--- src/rtl/ticket_change_dispenser.sv ---
// Ticket and change dispenser: issues ticket pulses, then greedy coin pulses, then a done pulse.
// Optional COIN_50_EN adds the 50-dollar coin to the denomination set {10,5,1}.
module ticket_change_dispenser #(
   parameter int unsigned PULSE_GAP = 1
) (
   input  logic       clk,
   input  logic       reset,
   input  logic       start,
   input  logic [2:0] numOfTicket,
   input  logic [6:0] change,
   output logic       busy,
   output logic       ticketOut,
   output logic       coinValid,
   output logic [5:0] coinOut,
   output logic       done,
   output logic [2:0] state_dbg
);

   typedef enum logic [2:0] {
      IDLE   = 3'd0,
      TICKET = 3'd1,
      GAP    = 3'd2,
      CHANGE = 3'd3,
      DONE   = 3'd4
   } state_t;

   localparam logic [2:0] GAP_LAST = (PULSE_GAP == 0) ? 3'd0 : 3'(PULSE_GAP - 1);

   state_t     state, state_n;
   logic [2:0] tcnt, tcnt_n;
   logic [6:0] ccnt, ccnt_n;
   logic [2:0] gcnt, gcnt_n;
   logic       busy_n, ticket_n, coin_valid_n, done_n;
   logic [5:0] coin_n;
   logic [5:0] coin_pick;

   // Largest enabled denomination not exceeding the remainder (never more than rem when rem>0).
   function automatic logic [5:0] pick_coin(input logic [6:0] rem);
`ifdef COIN_50_EN
      if (rem >= 7'd50) return 6'd50;
`endif
      if (rem >= 7'd10) return 6'd10;
      if (rem >= 7'd5)  return 6'd5;
      return 6'd1;
   endfunction

   function automatic state_t next_phase(input logic [2:0] t, input logic [6:0] c);
      if (t != 3'd0) return TICKET;
      if (c != 7'd0) return CHANGE;
      return DONE;
   endfunction

   assign coin_pick = pick_coin(ccnt);
   assign state_dbg = state;

   always_comb begin
      state_n      = state;
      tcnt_n       = tcnt;
      ccnt_n       = ccnt;
      gcnt_n       = gcnt;
      busy_n       = busy;
      ticket_n     = 1'b0;
      coin_valid_n = 1'b0;
      coin_n       = 6'd0;
      done_n       = 1'b0;
      case (state)
         IDLE: begin
            if (start) begin
               tcnt_n  = (numOfTicket > 3'd5) ? 3'd5 : numOfTicket;
               ccnt_n  = change;
               busy_n  = 1'b1;
               state_n = next_phase(numOfTicket, change);
            end
         end
         TICKET: begin
            ticket_n = 1'b1;
            tcnt_n   = tcnt - 3'd1;
            if (PULSE_GAP != 0) begin
               state_n = GAP;
               gcnt_n  = GAP_LAST;
            end else begin
               state_n = next_phase(tcnt_n, ccnt);
            end
         end
         CHANGE: begin
            // A zero remainder here cannot occur normally; exit without a coin rather than underflow.
            if (ccnt == 7'd0) begin
               state_n = DONE;
            end else begin
               coin_valid_n = 1'b1;
               coin_n       = coin_pick;
               ccnt_n       = ccnt - {1'b0, coin_pick};
               if (PULSE_GAP != 0) begin
                  state_n = GAP;
                  gcnt_n  = GAP_LAST;
               end else begin
                  state_n = next_phase(tcnt, ccnt_n);
               end
            end
         end
         GAP: begin
            if (gcnt == 3'd0) state_n = next_phase(tcnt, ccnt);
            else              gcnt_n  = gcnt - 3'd1;
         end
         DONE: begin
            done_n  = 1'b1;
            busy_n  = 1'b0;
            state_n = IDLE;
         end
         default: begin
            state_n = IDLE;
            busy_n  = 1'b0;
         end
      endcase
   end

   always_ff @(posedge clk or negedge reset) begin
      if (!reset) begin
         state     <= IDLE;
         tcnt      <= 3'd0;
         ccnt      <= 7'd0;
         gcnt      <= 3'd0;
         busy      <= 1'b0;
         ticketOut <= 1'b0;
         coinValid <= 1'b0;
         coinOut   <= 6'd0;
         done      <= 1'b0;
      end else begin
         state     <= state_n;
         tcnt      <= tcnt_n;
         ccnt      <= ccnt_n;
         gcnt      <= gcnt_n;
         busy      <= busy_n;
         ticketOut <= ticket_n;
         coinValid <= coin_valid_n;
         coinOut   <= coin_n;
         done      <= done_n;
      end
   end

endmodule
--- config.mk ---
export PLATFORM = sky130hd
export DESIGN_NAME = ticket_change_dispenser
export DESIGN_NICKNAME = d
export VERILOG_FILES = /design/src/rtl/ticket_change_dispenser.sv
export SDC_FILE = /design/constraint.sdc
export NUM_CORES = 1
export LEC_CHECK = 0
export BUFFER_PORTS_ARGS = -buffer_cell sky130_fd_sc_hd__buf_4
export CORE_MARGIN = 1
export CORE_UTILIZATION = 50
export DETAILED_ROUTE_END_ITERATION = 6
export PLACE_DENSITY = 0.84
export SETUP_SLACK_MARGIN = 0.15
export SLEW_MARGIN = 20
export SYNTH_ARGS = -nofsm -noshare
export SYNTH_HDL_FRONTEND = slang
export SYNTH_SLANG_ARGS = --single-unit
--- constraint.sdc ---
create_clock -name clk -period 3.1 [get_ports clk]
set_input_delay 0 -clock clk [delete_from_list [all_inputs] [get_ports clk]]
set_output_delay 0 -clock clk [all_outputs]
set_load 0.02 [all_outputs]
==> run summary, run 1 <==
Antenna viol nets, final = 0
Setup violations, final = 0
Critical Path Start Type = flip-flop
# port buffers = 23
Clock buffers created by TritonCTS = 3
Number of maximum-capacitance constraint violations = 0
Portion of synthesized cell area occupied by the leading cell type = 39.8%
Die boundary height = 55.8 um
Psw = 720 uW
Cell Int Power = 883 uW
Mux share of post-synthesis cell area = 5.54%
Source-to-sink clock delay at the later pin of the worst-skew pair = 300 ps
Antenna fix cells = 0
Data arrival time of the critical path = 2760 ps
Final core occ = 62.6%
Weighted congestion at the end of routability-driven global placement = 0.916
Setup Skew = 1.89 ps
Number of inserted filler cells in the final layout = 226
Delay of the slowest critical-path stage = 480 ps
Outcome = complete, no violations
Total I/O pin count = 26
Capturing element type of the critical path = flip-flop
Post-synth cell types = 42
EDFF count, synth = 0
Die area = 0.00311 mm2
Vias in the first global route = 1,170
Combinational family with the most area after synthesis = simple AND/OR/NAND/NOR gates
CTS H-tree depth = 1
Upper clock frequency limit = 388 MHz
Final hold vios = 0
DIE WIDTH = 55.8 um
Root Buffer = sky130_fd_sc_hd__clkbuf_4
Sw frac = 44.9%
Peak VDD IR = 0.583 mV
First-pass GRT wire length = 5190 um
Required time of the critical path = 3280 ps
FFs w/ async S/R, synth = 100%
Leakage = 0.000809 uW
Hold Path Class = in -> reg
Setup Crit Path Kind = reg -> reg
Share of synthesized cell area in and, or, nand and nor gates = 21.6%
CTS Buffer Depth = 2
Remaining global-route overflow = 0
Critical path's slowest cell = sky130_fd_sc_hd__nor3_1
Cell row count = 19
CTS sink cnt = 23
Vias after detailed routing = 1,209
Cell types occupying the most area after synthesis = sky130_fd_sc_hd__dfrtp_1 40%, sky130_fd_sc_hd__ha_1 6.9%, sky130_fd_sc_hd__mux2_4 4.2%, sky130_fd_sc_hd__nand2_1 4.2%, sky130_fd_sc_hd__nor2_1 4.2%
Detailed Route Iter0 Violations = 40
Worst-case headroom to the max-slew limit = 64.7%
Vias per Instance = 5.60
TritonCTS clock tree = built
Part of the Yosys area used for sequential elements = 39.8%
Slew at the pin closest to its max-slew limit = 526 ps
Clock transition at the registers of the reported paths = 120 ps
Setup repair after global routing missed its margin = no
Initial antenna violation count = 0
Cell chain of the critical path = nor3_1, nand2_1, inv_1, ha_1, fa_1, nand2b_1, a21oi_1, nor3_1, mux2i_1, o21ai_1
Post-synthesis sequential element count = 23
Sequential fraction of design power = 33.3%
Post-CTS Resized = 0
Number of pins exceeding their max-slew limit in the final report = 0
Cells after synthesis = 154
Post-detail-place hpwl = 2160 um
Setup_tns = 0 ps
Post-Synthesis Mean Instance Area = 9.38 um2
Post-layout minimum cycle time = 2570 ps
Post-synthesis compound-gate area fraction = 16.5%
Number of nets in the final layout = 208
Final period util = 83.1%
Initial DRT Pass Iterations = 4
Maximum number of pins on one net before global-route repair = 24
Total routed wirelength = 3030 um
Synthesis-to-finish area growth = 19.4%
Leading register cell type out of synthesis = sky130_fd_sc_hd__dfrtp_1
Initial Utilization = 52.4%
DRC violation count after routing = 0
Share of layout cells above drive strength 1 = 20.5%
Post-synthesis xor/xnor area fraction = 1.21%
Fraction of power consumed by combinational cells = 58.3%
Core region area = 0.00276 mm2
Average wire length per cell after detail routing = 14.0 um
Synthesis warning total = 0
Cell area after synthesis = 0.00145 mm2
Global-route total usage across every layer = 21.0%
WHS = 44.1 ps
Adder and majority cell fraction of the synthesized area = 8.31%
Library cell with the largest summed area after synthesis = sky130_fd_sc_hd__dfrtp_1
Worst path most repeated cell = sky130_fd_sc_hd__nor3_1
Pwr per Cell Area = 929 mW/mm2
Crit path max fanout = 5
Clock network power share = 8.4%
==> power groups by stage <==
stage | registers, uW | clock network [uW] | logic, uW
finish | 534 | 135 | 934
global route | 545 | 160 | 1040
CTS | 531 | 145 | 926
detailed placement | 535 | 0 | 895
global placement | 528 | 0 | 867
floorplan | 527 | 0 | 725
==> worst max-delay path, delay by kind of cell, from the launching register on <==
kind | cells | cell delay [ps]
adders and majority gates | 2 | 440
DFF | 1 | 440
muxes | 1 | 250
buffers and inverters | 1 | 180
AOI/OAI and AO/OA | 2 | 170
and+or+nand+nor | 4 | 990
==> per-layer routing <==
metal / wire length (um) / up-vias / global-route usage [%]
met4: 44 / 0 / 7.86
met3: 122 / 4 / 3.02
met1: 1370 / 569 / 27.5
li1: - / 597 / -
met2: 1490 / 39 / 35.5
met5: 0 / - / 0
==> what timing repair did <==
item	4_1_cts	5_1_grt
hold endpoints to repair	30	0
setup buffers	0	0
hold buffers	10	0
==> cells in the final DEF (no fill, tap or decap), types with 2 or more instances in the layout <==
cell type                       instances
sky130_fd_sc_hd__a21oi_1                6
sky130_fd_sc_hd__mux2i_1                2
sky130_fd_sc_hd__nor2b_1                2
sky130_fd_sc_hd__a31oi_1                4
sky130_fd_sc_hd__nor2_1                16
sky130_fd_sc_hd__clkbuf_4               3
sky130_fd_sc_hd__o22ai_1                2
sky130_fd_sc_hd__buf_4                 23
sky130_fd_sc_hd__nor4_2                 2
sky130_fd_sc_hd__o21ai_0               10
sky130_fd_sc_hd__inv_1                  9
sky130_fd_sc_hd__ha_1                   8
sky130_fd_sc_hd__and2_1                 3
sky130_fd_sc_hd__nand2b_1               4
sky130_fd_sc_hd__a22oi_1                2
sky130_fd_sc_hd__o21ai_1                6
sky130_fd_sc_hd__nand2_1               16
sky130_fd_sc_hd__nor3_1                 4
sky130_fd_sc_hd__dlygate4sd3_1         10
sky130_fd_sc_hd__conb_1                 2
sky130_fd_sc_hd__dfrtp_1               23
sky130_fd_sc_hd__mux2_4                 4
sky130_fd_sc_hd__nand3_1                4
==> kinds of logic (layout without fill, tap and decap cells) <==
family,Yosys count,after routing
XOR/XNOR,2,2
AND/OR/NAND/NOR,59,59
other,1,2
buffers and inverters,17,47
flip-flops,23,23
adder cells (fa/ha/maj),9,9
AO/OA/AOI/OAI,37,37
multiplexers,6,6
==> cell type report <==
type                            instances  area [um2]  share of cell area [%]
Clock buffer                            4        26.3                    1.52
Timing Repair Buffer                   33         273                    15.8
Tap cell                               31        38.8                    2.25
Multi-Input combinational cell        115         774                    44.9
Inverter                               10        37.5                    2.18
Sequential cell                        23         576                    33.4
==> final timing paths <==
path,startpoint,end,slack (ps),cells after the start
setup reg to reg,ccnt[5],ccnt[6],530,10
hold reg to reg,gcnt[0],gcnt[0],480,1
min in group asynchronous,reset,gcnt[1],110,2
hold / removal,change[0],ccnt[0],40,4
max in group asynchronous,reset,ccnt[5],2760,2
setup / recovery,ccnt[5],ccnt[6],530,10
==> Yosys cell counts (all sizes together) (4+ instances only) <==
cell type	n
nor3	6
nor2	16
dfrtp	23
nand3	4
buf	7
inv	10
nand2b	4
a31oi	4
a21oi	7
ha	8
nand2	16
mux2	4
o21ai	16
==> through the flow <==
stage               total power (uW)  std cells  worst slack (ps)  cell area, um2
finish                          1600        216               525            1730
detailed placement              1430        202               584            1600
floorplan                       1250        155               969            1450
CTS                             1600        216               555            1730
global placement                1400        202               788            1600
global route                    1740        216               288            1730
==> state kept, by name, summed over array words and instances (netlist names) <==
| register | flops |
|---|---|
| ccnt | 7 |
| coinOut | 3 |
| gcnt | 3 |
| state_dbg | 3 |
| tcnt | 3 |
| busy | 1 |
| coinValid | 1 |
| done | 1 |
| ticketOut | 1 |
(Power assumes the default switching activity.)
==> run 2, diff against run 1 <==
clock period = 2.41 ns   (was 3.1 ns; I/O delays follow)
==> run 2 against run 1 <==
Net effect: maximum frequency grew 21%; worst setup slack got worse by 240 ps; final cell count up 2.8%; global-route usage down 1.7 points; register-to-register slack worse by 240 ps.
==> run summary, run 2 (synthesis results as in run 1) <==
Vias per Instance = 5.47 (was 5.60)
Source-to-sink clock delay at the later pin of the worst-skew pair = 310 ps (was 300 ps)
Number of maximum-capacitance constraint violations = 0 (unchanged)
Initial antenna violation count = 0 (unchanged)
Initial Utilization = 52.4% (unchanged)
Final period util = 88.1% (was 83.1%)
# port buffers = 23 (unchanged)
Pwr per Cell Area = 1210 mW/mm2 (was 929 mW/mm2)
Capturing element type of the critical path = flip-flop (unchanged)
Outcome = complete, no violations (unchanged)
Die area = 0.00311 mm2 (unchanged)
Clock buffers created by TritonCTS = 3 (unchanged)
Critical path's slowest cell = sky130_fd_sc_hd__dfrtp_1 (was sky130_fd_sc_hd__nor3_1)
CTS sink cnt = 23 (unchanged)
Synthesis-to-finish area growth = 24.1% (was 19.4%)
Setup violations, final = 0 (unchanged)
Global-route total usage across every layer = 19.4% (was 21.0%)
Placed cell areas = 0.00161 mm2 (was 0.00160 mm2)
Critical Path Start Type = flip-flop (unchanged)
Cell row count = 19 (unchanged)
Leakage = 0.000843 uW (was 0.000809 uW)
Delay of the slowest critical-path stage = 460 ps (was 480 ps)
Maximum number of pins on one net before global-route repair = 24 (unchanged)
Setup Skew = 12.4 ps (was 1.89 ps)
Setup Crit Path Kind = reg -> reg (unchanged)
CTS Buffer Depth = 2 (unchanged)
TritonCTS clock tree = built (unchanged)
Upper clock frequency limit = 471 MHz (was 388 MHz)
Antenna viol nets, final = 0 (unchanged)
Remaining global-route overflow = 0 (unchanged)
Core region area = 0.00276 mm2 (unchanged)
Required time of the critical path = 2610 ps (was 3280 ps)
DIE WIDTH = 55.8 um (unchanged)
First-pass GRT wire length = 4840 um (was 5190 um)
Final hold vios = 0 (unchanged)
Peak VDD IR = 0.783 mV (was 0.583 mV)
Most common cell after layout, fill and taps aside = sky130_fd_sc_hd__buf_4
Total routed wirelength = 2860 um (was 3030 um)
Register bank with the most flops = ccnt (unchanged)
Clock transition at the registers of the reported paths = 130 ps (was 120 ps)
Total I/O pin count = 26 (unchanged)
Weighted congestion at the end of routability-driven global placement = 0.850 (was 0.916)
Total non-filler cell area in the finished layout = 0.00179 mm2 (was 0.00173 mm2)
Vias in the first global route = 1,111 (was 1,170)
Cell chain of the critical path = nor3_2, nand2_1, inv_1, ha_1, fa_1, nand2b_1, a21oi_2, nor3_2, mux2i_1, o21ai_1 (was nor3_1, nand2_1, inv_1, ha_1, fa_1, nand2b_1, a21oi_1, nor3_1, mux2i_1, o21ai_1)
Number of pins exceeding their max-slew limit in the final report = 0 (unchanged)
Average wire length per cell after detail routing = 12.9 um (was 14.0 um)
Worst path most repeated cell = sky130_fd_sc_hd__nor3_2 (was sky130_fd_sc_hd__nor3_1)
Number of nets in the final layout = 214 (was 208)
Commonest non-fill, non-tap cells in the layout = 30 x sky130_fd_sc_hd__buf_4, 20 x sky130_fd_sc_hd__dfrtp_1, 16 x sky130_fd_sc_hd__nand2_1, 16 x sky130_fd_sc_hd__nor2_1, 10 x sky130_fd_sc_hd__o21ai_0 (was 23 x sky130_fd_sc_hd__dfrtp_1, 23 x sky130_fd_sc_hd__buf_4, 16 x sky130_fd_sc_hd__nand2_1, 16 x sky130_fd_sc_hd__nor2_1)
Data arrival time of the critical path = 2320 ps (was 2760 ps)
Post-layout minimum cycle time = 2120 ps (was 2570 ps)
Share of layout cells above drive strength 1 = 27.7% (was 20.5%)
Initial DRT Pass Iterations = 4 (unchanged)
Root Buffer = sky130_fd_sc_hd__clkbuf_4 (unchanged)
Delay-heaviest family, CP = adder cells (was simple AND/OR/NAND/NOR gates)
Vias after detailed routing = 1,215 (was 1,209)
Number of flip-flops under the largest register name = 7 (unchanged)
Number of inserted filler cells in the final layout = 210 (was 226)
Hold Path Class = in -> reg (unchanged)
Buffers & Inverters on Critical Path = 1 (unchanged)
Setup_tns = 0 ps (unchanged)
Detailed Route Iter0 Violations = 35 (was 40)
DRC violation count after routing = 0 (unchanged)
Die boundary height = 55.8 um (unchanged)
CTS H-tree depth = 1 (unchanged)
Setup repair after global routing missed its margin = yes (was no)
Post-detail-place hpwl = 2050 um (was 2160 um)
Antenna fix cells = 0 (unchanged)
Crit path max fanout = 4 (was 5)
==> run 2: changes by cell type in the layout (fill, tap and decap cells not counted), sizes merged <==
cell         before  now
buf              23   30
clkinv            0    1
dlygate4sd3      10    9
clkbuf            4    3
==> run 2: area by class of cell <==
type	count	area [um2]	area share (%)
Timing Repair Buffer	39	315	17.6
Clock buffer	3	22.5	1.26
Tap cell	31	38.8	2.16
Clock inverter	1	5.00	0.279
Multi-Input combinational cell	115	795	44.3
Inverter	10	37.5	2.09
Sequential cell	23	579	32.3
==> run 2: through the flow <==
stage               cells  hold slack, ps  utilization [%]  total power, uW  worst slack (ps)
floorplan             155            -296                -             1610               279
global placement      203           -93.9             58.3             1810               286
detailed placement    203           -86.7             58.3             1850               197
CTS                   216            18.6             62.5             2050               164
global route          222            30.7             65.0             2380               131
finish                222            23.2             65.0             2180               286
==> run 2: final timing paths <==
path | startpoint | to | slack (ps) | depth (start not counted)
worst max register to register | ccnt[5] | ccnt[6] | 290 | 10
max in group asynchronous | reset | ccnt[3] | 2080 | 2
worst max-delay path | ccnt[5] | ccnt[6] | 290 | 10
worst min register to register | gcnt[0] | gcnt[0] | 480 | 1
worst min-delay path | change[0] | ccnt[0] | 20 | 4
min in group asynchronous | reset | coinOut[1] | 100 | 2
==> run 2: metal layers <==
metal  wire, um  track usage [%]  vias up
met5          0                0        -
met4         21             6.07        0
met3         79             2.79        2
met2       1390             31.0       26
met1       1370             27.3      582
li1           -                -      605
==> run 2: timing repair <==
item                                   in CTS  in global routing
setup buffers                               0                  6
setup endpoints to repair                   0                  3
gates resized for setup                     0                  7
hold buffers                                9                  0
endpoints found under the hold margin      30                  0
==> run 2: tightest hold or removal path, delay by kind of cell <==
family | cells | cell delay, ps
buf+inv | 1 | 80
compound gates | 1 | 60
mux | 1 | 140
simple gates | 1 | 30
==> run 2: report_power, final <==
| group | switching, uW | total [uW] | leakage [uW] | internal (uW) |
|---|---|---|---|---|
| clock | 114 | 176 | 0.0000177 | 61.9 |
| sequential | 146 | 668 | 0.000287 | 522 |
| combinational | 699 | 1330 | 0.000538 | 632 |
==> run 3, diff against run 2 <==
BUFFER_PORTS_ARGS = default   (was -buffer_cell sky130_fd_sc_hd__buf_4)
CORE_UTILIZATION = 51   (was 50)
DONT_BUFFER_PORTS = 1   (was default)
PLACE_DENSITY = 0.77   (was 0.84)
==> run 3 against run 2 <==
Net effect: non-clock buffer count decreased by 15; global-route usage is 2.0 points higher; die area shrank 1.9%; core utilization increased by 0.67 points; worst hold slack improved by 2.2 ps; final area fell by 5.9%; flip-flop and latch count stayed put; worst setup slack lost 51 ps; via count down 1.6%; clock power up 11%.
==> run summary, run 3 (synthesis results as in run 1) <==
Setup repair after global routing missed its margin = yes (unchanged)
Global-route total usage across every layer = 21.4% (was 19.4%)
Initial DRT Pass Iterations = 4 (unchanged)
Setup_tns = 0 ps (unchanged)
Upper clock frequency limit = 460 MHz (was 471 MHz)
Initial Utilization = 56.3% (was 52.4%)
CTS H-tree depth = 1 (unchanged)
Die boundary height = 55.2 um (was 55.8 um)
Number of maximum-capacitance constraint violations = 0 (unchanged)
Number of nets in the final layout = 199 (was 214)
Number of inserted filler cells in the final layout = 219 (was 210)
Final period util = 90.2% (was 88.1%)
Pwr per Cell Area = 1290 mW/mm2 (was 1210 mW/mm2)
Antenna viol nets, final = 0 (unchanged)
Delay of the slowest critical-path stage = 450 ps (was 460 ps)
Outcome = complete, no violations (unchanged)
Cell row count = 18 (was 19)
Number of flip-flops under the largest register name = 7 (unchanged)
Setup Slack @ Placement = 134 ps (was 197 ps)
Most crowded layer after global routing = met2 (unchanged)
Post-layout minimum cycle time = 2170 ps (was 2120 ps)
Crit path max fanout = 7 (was 4)
First-pass GRT wire length = 5160 um (was 4840 um)
Critical Path Start Type = flip-flop (unchanged)
Commonest non-fill, non-tap cells in the layout = 20 x sky130_fd_sc_hd__dfrtp_1, 16 x sky130_fd_sc_hd__nand2_1, 16 x sky130_fd_sc_hd__nor2_1, 14 x sky130_fd_sc_hd__dlygate4sd3_1, 10 x sky130_fd_sc_hd__o21ai_0 (was 30 x sky130_fd_sc_hd__buf_4, 20 x sky130_fd_sc_hd__dfrtp_1, 16 x sky130_fd_sc_hd__nand2_1, 16 x sky130_fd_sc_hd__nor2_1, 10 x sky130_fd_sc_hd__o21ai_0)
Global Route met1 Usage = 28.4% (was 27.3%)
Root Buffer = sky130_fd_sc_hd__clkbuf_4 (unchanged)
Vias per Instance = 5.81 (was 5.47)
Setup Crit Path Kind = reg -> reg (unchanged)
TritonCTS clock tree = built (unchanged)
Buffers & Inverters on Critical Path = 1 (unchanged)
Most common cell after layout, fill and taps aside = sky130_fd_sc_hd__dfrtp_1 (was sky130_fd_sc_hd__buf_4)
Post-detail-place hpwl = 2220 um (was 2050 um)
Peak VDD IR = 0.744 mV (was 0.783 mV)
Delay-heaviest family, CP = adder cells (unchanged)
Initial antenna violation count = 0 (unchanged)
Clock buffers created by TritonCTS = 3 (unchanged)
DIE WIDTH = 55.2 um (was 55.8 um)
DRC violation count after routing = 0 (unchanged)
Total I/O pin count = 26 (unchanged)
Share of layout cells above drive strength 1 = 19.3% (was 27.7%)
Source-to-sink clock delay at the later pin of the worst-skew pair = 340 ps (was 310 ps)
Maximum number of pins on one net before global-route repair = 24 (unchanged)
Required time of the critical path = 2620 ps (was 2610 ps)
Worst-case headroom to the max-slew limit = 64.6%
Vias after detailed routing = 1,196 (was 1,215)
Inst Count DP = 182 (was 203)
Final hold vios = 0 (unchanged)
CTS sink cnt = 23 (unchanged)
Capturing element type of the critical path = flip-flop (unchanged)
Setup Skew = 6.34 ps (was 12.4 ps)
Setup violations, final = 0 (unchanged)
Total non-filler cell area in the finished layout = 0.00169 mm2 (was 0.00179 mm2)
Leakage = 0.000761 uW (was 0.000843 uW)
Data arrival time of the critical path = 2390 ps (was 2320 ps)
CTS Buffer Depth = 2 (unchanged)
Detailed Route Iter0 Violations = 38 (was 35)
Hold Path Class = in -> reg (unchanged)
Grt met3 use = 4.45% (was 2.79%)
Register bank with the most flops = ccnt (unchanged)
Placed cell areas = 0.00146 mm2 (was 0.00161 mm2)
Clock transition at the registers of the reported paths = 140 ps (was 130 ps)
Antenna fix cells = 0 (unchanged)
Remaining global-route overflow = 0 (unchanged)
Count of placed standard cells in the final layout, fillers left out = 206 (was 222)
Average wire length per cell after detail routing = 15.9 um (was 12.9 um)
Synthesis-to-finish area growth = 16.7% (was 24.1%)
Worst Setup Slack, final = 236 ps (was 286 ps)
Cell chain of the critical path = o21ai_0, nand2_1, inv_2, ha_1, fa_1, nand2b_1, a21oi_2, nor3_1, mux2i_1, o21ai_1 (was nor3_2, nand2_1, inv_1, ha_1, fa_1, nand2b_1, a21oi_2, nor3_2, mux2i_1, o21ai_1)
Number of pins exceeding their max-slew limit in the final report = 0 (unchanged)
Total routed wirelength = 3270 um (was 2860 um)
Vias in the first global route = 1,124 (was 1,111)
Final core occ = 65.7% (was 65.0%)
Weighted congestion at the end of routability-driven global placement = 0.906 (was 0.850)
# port buffers = 0 (was 23)
Slew at the pin closest to its max-slew limit = 529 ps
Core region area = 0.00257 mm2 (was 0.00276 mm2)
Critical path's slowest cell = sky130_fd_sc_hd__dfrtp_2 (was sky130_fd_sc_hd__dfrtp_1)
Die area = 0.00305 mm2 (was 0.00311 mm2)
Met2 routing resource usage after global routing = 34.3% (was 31.0%)
==> run 3: cell count changes in the layout (fill, tap and decap cells not counted) <==
cell                            change
sky130_fd_sc_hd__and2_1             -1
sky130_fd_sc_hd__and2_4             +1
sky130_fd_sc_hd__buf_2              +1
sky130_fd_sc_hd__buf_4             -21
sky130_fd_sc_hd__dlygate4sd3_1      +5
sky130_fd_sc_hd__inv_1              -1
sky130_fd_sc_hd__inv_2              +1
sky130_fd_sc_hd__nor3_1             +1
sky130_fd_sc_hd__nor3_2             -1
==> run 3: worst paths after layout <==
check | startpoint | endpoint | slack [ps] | cells past startpoint
max in group asynchronous | reset | state_dbg[1] | 1890 | 2
min reg2reg | gcnt[2] | gcnt[2] | 500 | 1
min in group asynchronous | reset | gcnt[1] | 150 | 2
max reg2reg | ccnt[1] | ccnt[6] | 240 | 10
max | ccnt[1] | ccnt[6] | 240 | 10
min | start | state_dbg[0] | 30 | 4
==> run 3: power by group <==
part           switching [uW]  internal (uW)
logic                     660            601
clock network             133           62.6
registers                 202            522
total                     995           1190
==> run 3: layout make-up <==
type	instances	area [um2]	area share (%)
sequential	23	579	34.3
clock buffer	3	22.5	1.34
clock inverter	1	5.00	0.297
inverter	10	37.5	2.23
multi-input combinational	115	792	47.0
tap	30	37.5	2.23
timing repair buffer	24	213	12.6
==> run 3: stage by stage <==
| step | total power [uW] | hold WS, ps |
|---|---|---|
| after floorplan | 1610 | -296 |
| after global placement | 1740 | -295 |
| after detailed placement | 1790 | -295 |
| after CTS | 2070 | 30.0 |
| after global routing | 2350 | 51.5 |
| final | 2180 | 25.4 |
==> run 3: tightest hold or removal path, stage by stage <==
cell                       delay [ps]
sky130_fd_sc_hd__nor2_1            20
sky130_fd_sc_hd__a21oi_1          100
sky130_fd_sc_hd__o21bai_1         100
sky130_fd_sc_hd__nor2_1           100
==> run 3: routing by layer <==
metal / part of all wire [%] / routed length [um]
met4: 1.7 / 57
met3: 4.5 / 146
met1: 44 / 1440
met2: 50 / 1620
met5: 0 / 0
==> run 3: timing repair <==
| action | in CTS | in global routing |
|---|---|---|
| pin swaps | 0 | 1 |
| endpoints found under the hold margin | 36 | 23 |
| gates resized for setup | 2 | 6 |
| endpoints found under the setup margin | 1 | 5 |
| hold buffers | 14 | 1 |
| buffers inserted | 2 | 3 |
